[config.mk]
export PLATFORM = sky130hd
export DESIGN_NAME = dvp_capture_stream
export DESIGN_NICKNAME = d
export VERILOG_FILES = /design/src/rtl/dvp_capture_stream.sv
export SDC_FILE = /design/constraint.sdc
export NUM_CORES = 1
export LEC_CHECK = 0
export CORE_MARGIN = 4
export CORE_UTILIZATION = 45
export DETAILED_ROUTE_END_ITERATION = 10
export PLACE_DENSITY = 0.74
export RECOVER_POWER = 25
export SLEW_MARGIN = 30
export SYNTH_ARGS = -nofsm -noshare
export SYNTH_HDL_FRONTEND = slang
export SYNTH_SLANG_ARGS = --single-unit
[constraint.sdc]
create_clock -name sclk -period 3 [get_ports sclk]
set_input_delay 0.3 -clock sclk [delete_from_list [all_inputs] [get_ports sclk]]
set_output_delay 0.3 -clock sclk [all_outputs]
set_load 0.05 [all_outputs]
[src/rtl/dvp_capture_stream.sv]
// DVP camera capture: oversamples PCLK/VSYNC/HREF/data in the sclk domain and emits an assembled pixel stream.
// Optional build macro DVP_FRAME_SKIP_EN captures only one frame in every SKIP_N.
module dvp_capture_stream #(
    parameter int DATA_W        = 8,
    parameter int BYTES_PER_PIX = 2,
    parameter int H_ACTIVE      = 640,
    parameter int V_ACTIVE      = 480,
    parameter int CNT_W         = 12,
    parameter int SYNC_STAGES   = 2,
    parameter int SKIP_N        = 2
) (
    input  logic                            sclk,
    input  logic                            rst,
    input  logic                            capture_en,
    input  logic                            PCLK,
    input  logic                            VSYNC,
    input  logic                            HREF,
    input  logic [DATA_W-1:0]               DVP_data,
    output logic                            pix_valid,
    output logic [BYTES_PER_PIX*DATA_W-1:0] pix_data,
    output logic                            pix_sof,
    output logic                            pix_eol,
    output logic                            frame_done,
    output logic                            line_len_err,
    output logic                            frame_err,
    output logic [15:0]                     frame_cnt
);

    localparam int                PIX_W     = BYTES_PER_PIX * DATA_W;
    localparam int                BEAT_W    = (BYTES_PER_PIX > 1) ? $clog2(BYTES_PER_PIX) : 1;
    localparam logic [BEAT_W-1:0] BEAT_LAST = BEAT_W'(BYTES_PER_PIX - 1);
    localparam logic [CNT_W-1:0]  CNT_MAX   = '1;
    localparam logic [CNT_W-1:0]  H_ACT_C   = CNT_W'(H_ACTIVE);
    localparam logic [CNT_W-1:0]  V_ACT_C   = CNT_W'(V_ACTIVE);

    if (SYNC_STAGES < 2 || BYTES_PER_PIX < 1 || BYTES_PER_PIX > 4 || SKIP_N < 1) begin : g_bad_params
        $error("dvp_capture_stream: parameter out of range");
    end

    typedef enum logic [2:0] {
        ST_IDLE,
        ST_ARM,
        ST_ACTIVE,
        ST_SKIP,
        ST_END
    } state_t;

    state_t state;
    state_t state_nxt;

    logic [SYNC_STAGES-1:0] pclk_sync;
    logic [SYNC_STAGES-1:0] vsync_sync;
    logic [SYNC_STAGES-1:0] href_sync;
    logic [DATA_W-1:0]      data_sync [SYNC_STAGES];

    logic              pclk_s;
    logic              vsync_s;
    logic              href_s;
    logic [DATA_W-1:0] data_s;
    logic              pclk_d;
    logic              vsync_d;
    logic              href_d;

    logic pclk_rise;
    logic vsync_rise;
    logic vsync_fall;
    logic href_rise;
    logic href_fall;

    logic              arm_exit;
    logic              capture_ok;
    logic              beat_take;
    logic              last_beat;
    logic [BEAT_W-1:0] beat_cnt;
    logic [BEAT_W-1:0] beat_base;
    logic [CNT_W-1:0]  pix_cnt;
    logic [CNT_W-1:0]  pix_base;
    logic [CNT_W-1:0]  pix_inc;
    logic [CNT_W-1:0]  line_cnt;
    logic [PIX_W-1:0]  asm_next;
    logic              first_pix;

    // All four camera inputs share one pipeline depth so data stays aligned to its PCLK edge.
    always_ff @(posedge sclk) begin
        if (rst) begin
            pclk_sync  <= '0;
            vsync_sync <= '0;
            href_sync  <= '0;
            // NOTE: the data synchroniser is a register array, not RAM, so it is reset like any other flop.
            for (int i = 0; i < SYNC_STAGES; i++) begin
                data_sync[i] <= '0;
            end
        end else begin
            // NOTE: non-blocking assignments make every stage sample the previous stage's old value.
            pclk_sync  <= {pclk_sync[SYNC_STAGES-2:0], PCLK};
            vsync_sync <= {vsync_sync[SYNC_STAGES-2:0], VSYNC};
            href_sync  <= {href_sync[SYNC_STAGES-2:0], HREF};
            data_sync[0] <= DVP_data;
            for (int i = 1; i < SYNC_STAGES; i++) begin
                data_sync[i] <= data_sync[i-1];
            end
        end
    end

    assign pclk_s  = pclk_sync[SYNC_STAGES-1];
    assign vsync_s = vsync_sync[SYNC_STAGES-1];
    assign href_s  = href_sync[SYNC_STAGES-1];
    assign data_s  = data_sync[SYNC_STAGES-1];

    always_ff @(posedge sclk) begin
        if (rst) begin
            pclk_d  <= 1'b0;
            vsync_d <= 1'b0;
            href_d  <= 1'b0;
        end else begin
            pclk_d  <= pclk_s;
            vsync_d <= vsync_s;
            href_d  <= href_s;
        end
    end

    assign pclk_rise  = pclk_s & ~pclk_d;
    assign vsync_rise = vsync_s & ~vsync_d;
    assign vsync_fall = ~vsync_s & vsync_d;
    assign href_rise  = href_s & ~href_d;
    assign href_fall  = ~href_s & href_d;

    assign arm_exit = (state == ST_ARM) && vsync_fall;

`ifdef DVP_FRAME_SKIP_EN
    localparam int SKIP_W = (SKIP_N > 1) ? $clog2(SKIP_N) : 1;
    logic [SKIP_W-1:0] skip_cnt;

    always_ff @(posedge sclk) begin
        if (rst) begin
            skip_cnt <= '0;
        end else if (arm_exit) begin
            skip_cnt <= (skip_cnt == SKIP_W'(SKIP_N - 1)) ? '0 : skip_cnt + 1'b1;
        end
    end

    assign capture_ok = capture_en && (skip_cnt == '0);
`else
    assign capture_ok = capture_en;
`endif

    always_ff @(posedge sclk) begin
        if (rst) begin
            state <= ST_IDLE;
        end else begin
            state <= state_nxt;
        end
    end

    always_comb begin
        // NOTE: default first, so no path through the case leaves state_nxt unassigned (no latch).
        state_nxt = state;
        unique case (state)
            ST_IDLE:   if (vsync_rise) state_nxt = ST_ARM;
            ST_ARM:    if (vsync_fall) state_nxt = capture_ok ? ST_ACTIVE : ST_SKIP;
            ST_ACTIVE: if (vsync_rise) state_nxt = ST_END;
            ST_SKIP:   if (vsync_rise) state_nxt = ST_ARM;
            ST_END:    state_nxt = ST_ARM;
            default:   state_nxt = ST_IDLE;
        endcase
    end

    assign frame_done = (state == ST_END);

    // A beat on the same cycle as the HREF rise starts a fresh line rather than continuing the old one.
    assign beat_base = href_rise ? '0 : beat_cnt;
    assign pix_base  = href_rise ? '0 : pix_cnt;
    assign pix_inc   = (pix_base == CNT_MAX) ? pix_base : pix_base + 1'b1;
    assign beat_take = (state == ST_ACTIVE) && pclk_rise && href_s;
    assign last_beat = (beat_base == BEAT_LAST);

    generate
        if (BYTES_PER_PIX == 1) begin : g_single_beat
            assign asm_next = data_s;
        end else begin : g_multi_beat
            localparam int HOLD_W = PIX_W - DATA_W;
            logic [HOLD_W-1:0] hold_q;

            assign asm_next = {hold_q, data_s};

            always_ff @(posedge sclk) begin
                if (rst) begin
                    hold_q <= '0;
                end else if (beat_take) begin
                    hold_q <= asm_next[HOLD_W-1:0];
                end
            end
        end
    endgenerate

    always_ff @(posedge sclk) begin
        if (rst) begin
            pix_valid    <= 1'b0;
            pix_data     <= '0;
            pix_sof      <= 1'b0;
            pix_eol      <= 1'b0;
            line_len_err <= 1'b0;
            frame_err    <= 1'b0;
            frame_cnt    <= '0;
            beat_cnt     <= '0;
            pix_cnt      <= '0;
            line_cnt     <= '0;
            first_pix    <= 1'b0;
        end else begin
            pix_valid <= 1'b0;
            pix_sof   <= 1'b0;
            pix_eol   <= 1'b0;

            if (state == ST_ACTIVE) begin
                if (href_rise) begin
                    beat_cnt <= '0;
                    pix_cnt  <= '0;
                end
                if (beat_take) begin
                    if (last_beat) begin
                        beat_cnt  <= '0;
                        pix_cnt   <= pix_inc;
                        pix_valid <= 1'b1;
                        pix_data  <= asm_next;
                        pix_sof   <= first_pix;
                        pix_eol   <= (pix_inc == H_ACT_C) && (pix_base != H_ACT_C);
                        first_pix <= 1'b0;
                    end else begin
                        beat_cnt <= beat_base + 1'b1;
                    end
                end
                // Leftover beats of a partial pixel are dropped by clearing the beat counter.
                if (href_fall) begin
                    beat_cnt <= '0;
                    if (pix_cnt != H_ACT_C) begin
                        line_len_err <= 1'b1;
                    end
                    if (line_cnt != CNT_MAX) begin
                        line_cnt <= line_cnt + 1'b1;
                    end
                end
            end

            if (arm_exit && capture_ok) begin
                line_cnt  <= '0;
                first_pix <= 1'b1;
            end

            if (state == ST_END) begin
                frame_cnt <= frame_cnt + 16'd1;
                if (line_cnt != V_ACT_C) begin
                    frame_err <= 1'b1;
                end
            end
        end
    end

endmodule
## After elaboration in Yosys (flattened, before gate mapping)

Memories as Yosys holds them, arrays and structs flattened.
Cells that the tools add are included.

| cells by class | value |
|---|---|
| equal/unequal tests | 13 |
| bitwise logic cells | 15 |
| reductions and logical operators | 19 |
| multiplexer cells | 23 |
| add/subtract/negate cells | 4 |

Operators by type and width:

| kind | count |
|---|---|
| $mux 12 | 4 |
| $add 12x1->12 const B | 2 |
| $ne 12x10->1 const B | 2 |
| $add 16x1->16 const B | 1 |
| $mux 8 | 2 |
| $reduce_and 3->1 | 5 |
| $mux 1 | 13 |
| $eq 12x10->1 const B | 1 |
| $eq 12x12->1 const B | 1 |
| $ne 12x12->1 const B | 1 |
| $ne 12x9->1 const B | 1 |
| $pmux 3 s4 | 1 |
| $mux 3 | 3 |
| $not 1->1 | 8 |
| $eq 3x2->1 const B | 2 |
| $reduce_bool 2->1 | 3 |
| $and 1x1->1 | 5 |
| $logic_and 1x1->1 | 5 |
| $ne 2x2->1 const B | 2 |
| $reduce_or 2->1 | 2 |
| $reduce_or 4->1 | 1 |
| $eq 3x1->1 const B | 1 |
| $eq 3x3->1 const B | 1 |
| $logic_not 3->1 | 1 |
| other kinds (5) | 6 |

| word-level totals | value |
|---|---|
| register bits after elaboration | 83 |
| word-level logic and storage cells | 94 |
| memory bits (writable) | 16 |
| bits of input ports | 14 |
| memories kept | 1 |

Memory list:

| memory | depth | width | rd ports | clocked after Yosys merged registers in | wr ports | line | RTL |
|---|---|---|---|---|---|---|---|
| data_sync | 2 | 8 | 2 | 0 | 2 | 54 | `logic [DATA_W-1:0] data_sync [SYNC_STAGES];` |

## Longest topological paths before layout

| logic depth | value |
|---|---|
| depth in word-level cells | 7 |
| gate-level depth with buffers | 11 |
| gate-level depth less buffers | 7 |

## Worst setup path after synthesis

OpenSTA, ideal clock, no wires.

| timing path | value |
|---|---|
| kind | flip-flop to flip-flop |
| start | register state[0] |
| end | register pix_data[10] |
| cell stages (with the launch flop) | 12 |
| setup slack | 639 ps |
| required time | 2,930 ps |
| clock period less this slack | 2,361 ps |
| arrival | 2,291 ps |
| library setup time | 70 ps |
| cell sequence | dfxtp_1 -> buf_4 -> nor3b_4 -> nand2_2 -> inv_1 -> clkbuf_1 -> ha_1 -> and2_1 -> clkbuf_1 -> clkbuf_1 -> nand2_1 -> a21oi_1 |

| on the way | value |
|---|---|
| longest elaborated chain between the ends | 4 |

RTL lines:

| what | line | RTL |
|---|---|---|
| start: declaration | 48 | `state_t state;` |
| start signal: assignment | 151 | `state <= state_nxt;` |
| $eq 3x2->1 | 174 | `assign beat_take = (state == ST_ACTIVE) && pclk_rise && href_s;` |
| $logic_and 1x1->1 (2 in series) | 174 |  |
| via beat_take | 72 | `logic beat_take;` |
| $reduce_and 3->1 (no line) | -- |  |
| end signal: assignment | 224 | `pix_data <= asm_next;` |
| end: declaration | 20 | `output logic [BYTES_PER_PIX*DATA_W-1:0] pix_data,` |

The timed path passes the listed nets, and every way through them passes these cells.
A chain may end at the register's enable or synchronous reset.

## Worst setup path after layout

| timing path | value |
|---|---|
| start | register state[1] |
| end | register pix_data[2] |

| on the way | value |
|---|---|
| longest elaborated chain between the ends | 4 |

RTL lines:

| what | line |
|---|---|
| $eq 3x2->1 * | 174, 214 |
| $logic_and 1x1->1 (2 in series) | 174 |
| $reduce_and 3->1 (no line) * | -- |

Mark *: on every way between the ends. The rest lies on a longest branch, timed or not.

==> impl_results.md <==
- Status: complete, but fails checks
- Failing checks: capacitance limit, slew limit
- Port bufs: between 50 and 60
- Die W: between 100 and 150 um
- Layout area overhead: 18.6%
- LEAKAGE: 1.58 nW
- N_diodes: 0
- Hold Vio Cnt, Final: 0
- Sink Count: 99
- Worst path arrival time: 2.53 ns
- Critical path type: reg2reg
- Cell Count Post-Placement: ~610
- I/O pin count: 52
- Die H: 103 um
- Max Clk Rate: 441 MHz
- Post-Syn Area per Cell: slightly below 9 sq um
- Worst setup SP type: register
- Synth async-reset ratio: 0%
- RSZ-0062 raised after global routing: false
- Final Power: approximately 2.2 mW
- Largest stage delay, worst path: 0.47 ns
- CTS max path bufs: 2
- Finish-stage setup viols: 0
- Final Cycle Share: between 70% and 80%
- CP Cell Sequence: nor3b_4 -> nand2_2 -> inv_1 -> ha_1 -> and2_1 -> nand2_1 -> a21oi_1
- Vias in the first global route: ~3,200
- DP HPWL: 5680 um
- Syn Inst Count: about 470
- Initial core utilization: 46.3%
- First-pass GRT wire length: roughly 14,000 um
- GRT overflow: 0
- Layout cell share with drive strength beyond 1: 6.20%
- Synth top area cells: dfxtp_1 49%, nand2_1 6.7%, a21oi_1 5.9%
- Register area: 1980 sq um
- Max-cap violations: 1
- Routed Antenna Nets: 0
- CTS tree: done
- Drt via density: 5.28
- Post-CTS Hold Buffers: 0
- Yosys warning total: 0
- Post-Syn Area: between 4000 and 5000 sq um
- Residual DRC: 0
- Core Rows: 34
- Fin nets: 530
- GRT Overall Usage: 16.4%
- CTS clk-pin slew, worst paths: 0.10 ns
- Global placement routability congestion: 0.879
- Clock Power Share: 36.6%
- Int Pwr: 1.69 mW
- Setup TNS: 0 ns
- Worst-margin pin slew: 1.63 ns
- Initial antenna violation count: 0
- Final Cell Area: 4810 sq um
- Slew margin rel.: -8.65%
- Post-synth EDFFs: 0
- Pins Over Slew Limit: 85
- Crit path capture type: register
- Primary FF master, synth: dfxtp_1
- Number of synthesized register bits: 99
- Commonest cells after routing, fill and taps aside: 99 x dfxtp_1, 72 x nand2_1, 49 x clkdlybuf4s50_1
- Routed wire per std cell: approximately 13 um
- FILL cells: 810
- Comb pwr share: between 2 and 3%
- Sw frac: 23.0%
- Via count: 3,293
- Largest net degree at the start of global routing: 85
- Clock Latency Late Sink: 0.36 ns
- CTS Buf Count: 9
- Post-synth cell types: between 50 and 60
- H-tree depth: 3
- Clock Root Buffer: clkbuf_8
- Non-Filler Instances: 624
- Net Count, Synth: 485
- Clock skew: ~0.012 ns
- First drt pass iteration count: 4
- Yosys top cell area share: 48.8%
- Die area: around 11,000 sq um
- Multi-input logic area: 1930 sq um
- Initial drt markers: 137
- Routed WL: ~8100 um
- PwrDens: 457 nW/um^2
- Worst vdd ir: 0.000221 V
- Min Tclk post-route: 2.27 ns
- Post-synth top area cell: dfxtp_1
- Commonest non-fill, non-tap cell in the layout: dfxtp_1
- Critical path peak fanout: 16
- Register share of total power: 60.8%
- Core area: 8760 sq um
- Total net switching power: 0.505 mW
- Hold/Removal Path Class: in2reg
- Worst Path Required: 3.27 ns
- Sequential fraction of the synthesis area: between 40 and 50%
- Post-CTS Setup Bufs: 0
- Placed inst area: ~4600 sq um
- Hold WS: about 0.3 ns
- Post-cts sizing count: 0
- Critical-path top delay cell: and2_1
[metal layers]
layer	wire length [um]	GRT usage (%)	share of wire [%]	up-vias
met4	116	5.78	1.4	0
met1	3670	19.3	45	1516
li1	-	-	-	1697
met5	0	0	0	-
met2	3930	28.8	48	68
met3	398	4.47	4.9	12
[area by class of cell]
type / instances / area share (%)
Sequential cell: 99 / 41.2
Timing Repair Buffer: 55 / 11.0
Clock inverter: 5 / 0.936
Multi-Input combinational cell: 332 / 40.1
Clock buffer: 11 / 2.94
Inverter: 14 / 1.09
Tap cell: 108 / 2.81
[synthesized netlist by cell type, types with 3 or more instances]
| cell type | n |
|---|---|
| inv_1 | 14 |
| nor4_1 | 5 |
| nand3_1 | 16 |
| nor2b_1 | 30 |
| a21oi_1 | 48 |
| and2_1 | 3 |
| xnor2_1 | 16 |
| nor3_1 | 12 |
| and4_1 | 3 |
| buf_2 | 5 |
| dfxtp_1 | 99 |
| clkbuf_1 | 12 |
| and3_1 | 4 |
| ha_1 | 5 |
| nand4_1 | 12 |
| xor2_1 | 6 |
| nor2_1 | 34 |
| a211oi_1 | 4 |
| mux2i_1 | 3 |
| or3_1 | 6 |
| o21ai_0 | 12 |
| a31oi_1 | 6 |
| nand2_1 | 72 |
[final timing paths]
| check | start | endpoint | slack (ns) | depth (start not counted) |
|---|---|---|---|---|
| min reg2reg | data_sync[0][1]$_SDFF_PP0_ | data_sync[0][9]$_SDFF_PP0_ | 0.44 | 1 |
| min | rst | pix_valid$_SDFF_PP0_ | 0.30 | 2 |
| max reg2reg | state[1]$_SDFFE_PP0P_ | pix_data[2]$_SDFFE_PP0P_ | 0.73 | 7 |
| max | state[1]$_SDFFE_PP0P_ | pix_data[2]$_SDFFE_PP0P_ | 0.73 | 7 |
[power by group through the flow]
stage	Sequential [mW]	Combinational [mW]	Clock [mW]
2_1_floorplan	1.36	0.0383	0
5_1_grt	1.34	0.0641	0.884
4_1_cts	1.34	0.0591	0.823
6_report	1.34	0.0580	0.805
3_5_place_dp	1.37	0.0590	0
3_3_place_gp	1.37	0.0581	0
[cells by family (layout without fill, tap and decap cells)]
kind of cell,Yosys count,in the layout,synth area share (%)
flops,99,99,48.8
simple gates,219,219,28.6
mux,4,4,1.02
xor+xnor,22,22,4.75
compound gates,82,82,11.6
fa+ha+maj,5,5,1.54
buf+inv,35,85,3.64
[sequential cells by signal, indices dropped and copies added, names as in the netlist]
register             flops
vsync_sync               2
vsync_d                  1
href_sync                2
pclk_d                   1
pix_valid                1
g_multi_beat.hold_q      8
line_len_err             1
pix_eol                  1
state                    3
href_d                   1
frame_cnt               16
beat_cnt                 1
first_pix                1
pclk_sync                2
line_cnt                12
frame_err                1
pix_sof                  1
pix_cnt                 12
data_sync               16
pix_data                16
[through the flow]
step / worst slack [ns] / util, %
floorplan: 0.639 / -
detailed placement: 0.723 / 52.8
CTS: 0.705 / 55.0
finish: 0.731 / 54.9
global route: 0.392 / 54.9
global placement: 0.751 / 52.8
[worst max-delay path: cells and delay by family, from the launching register on]
family,cells,cell delay (ns)
AO/OA/AOI/OAI,1,0.15
adder cells (fa/ha/maj),1,0.23
buffers and inverters,1,0.34
flip-flops,1,0.44
AND/OR/NAND/NOR,4,1.01
(Power assumes the default switching activity.)
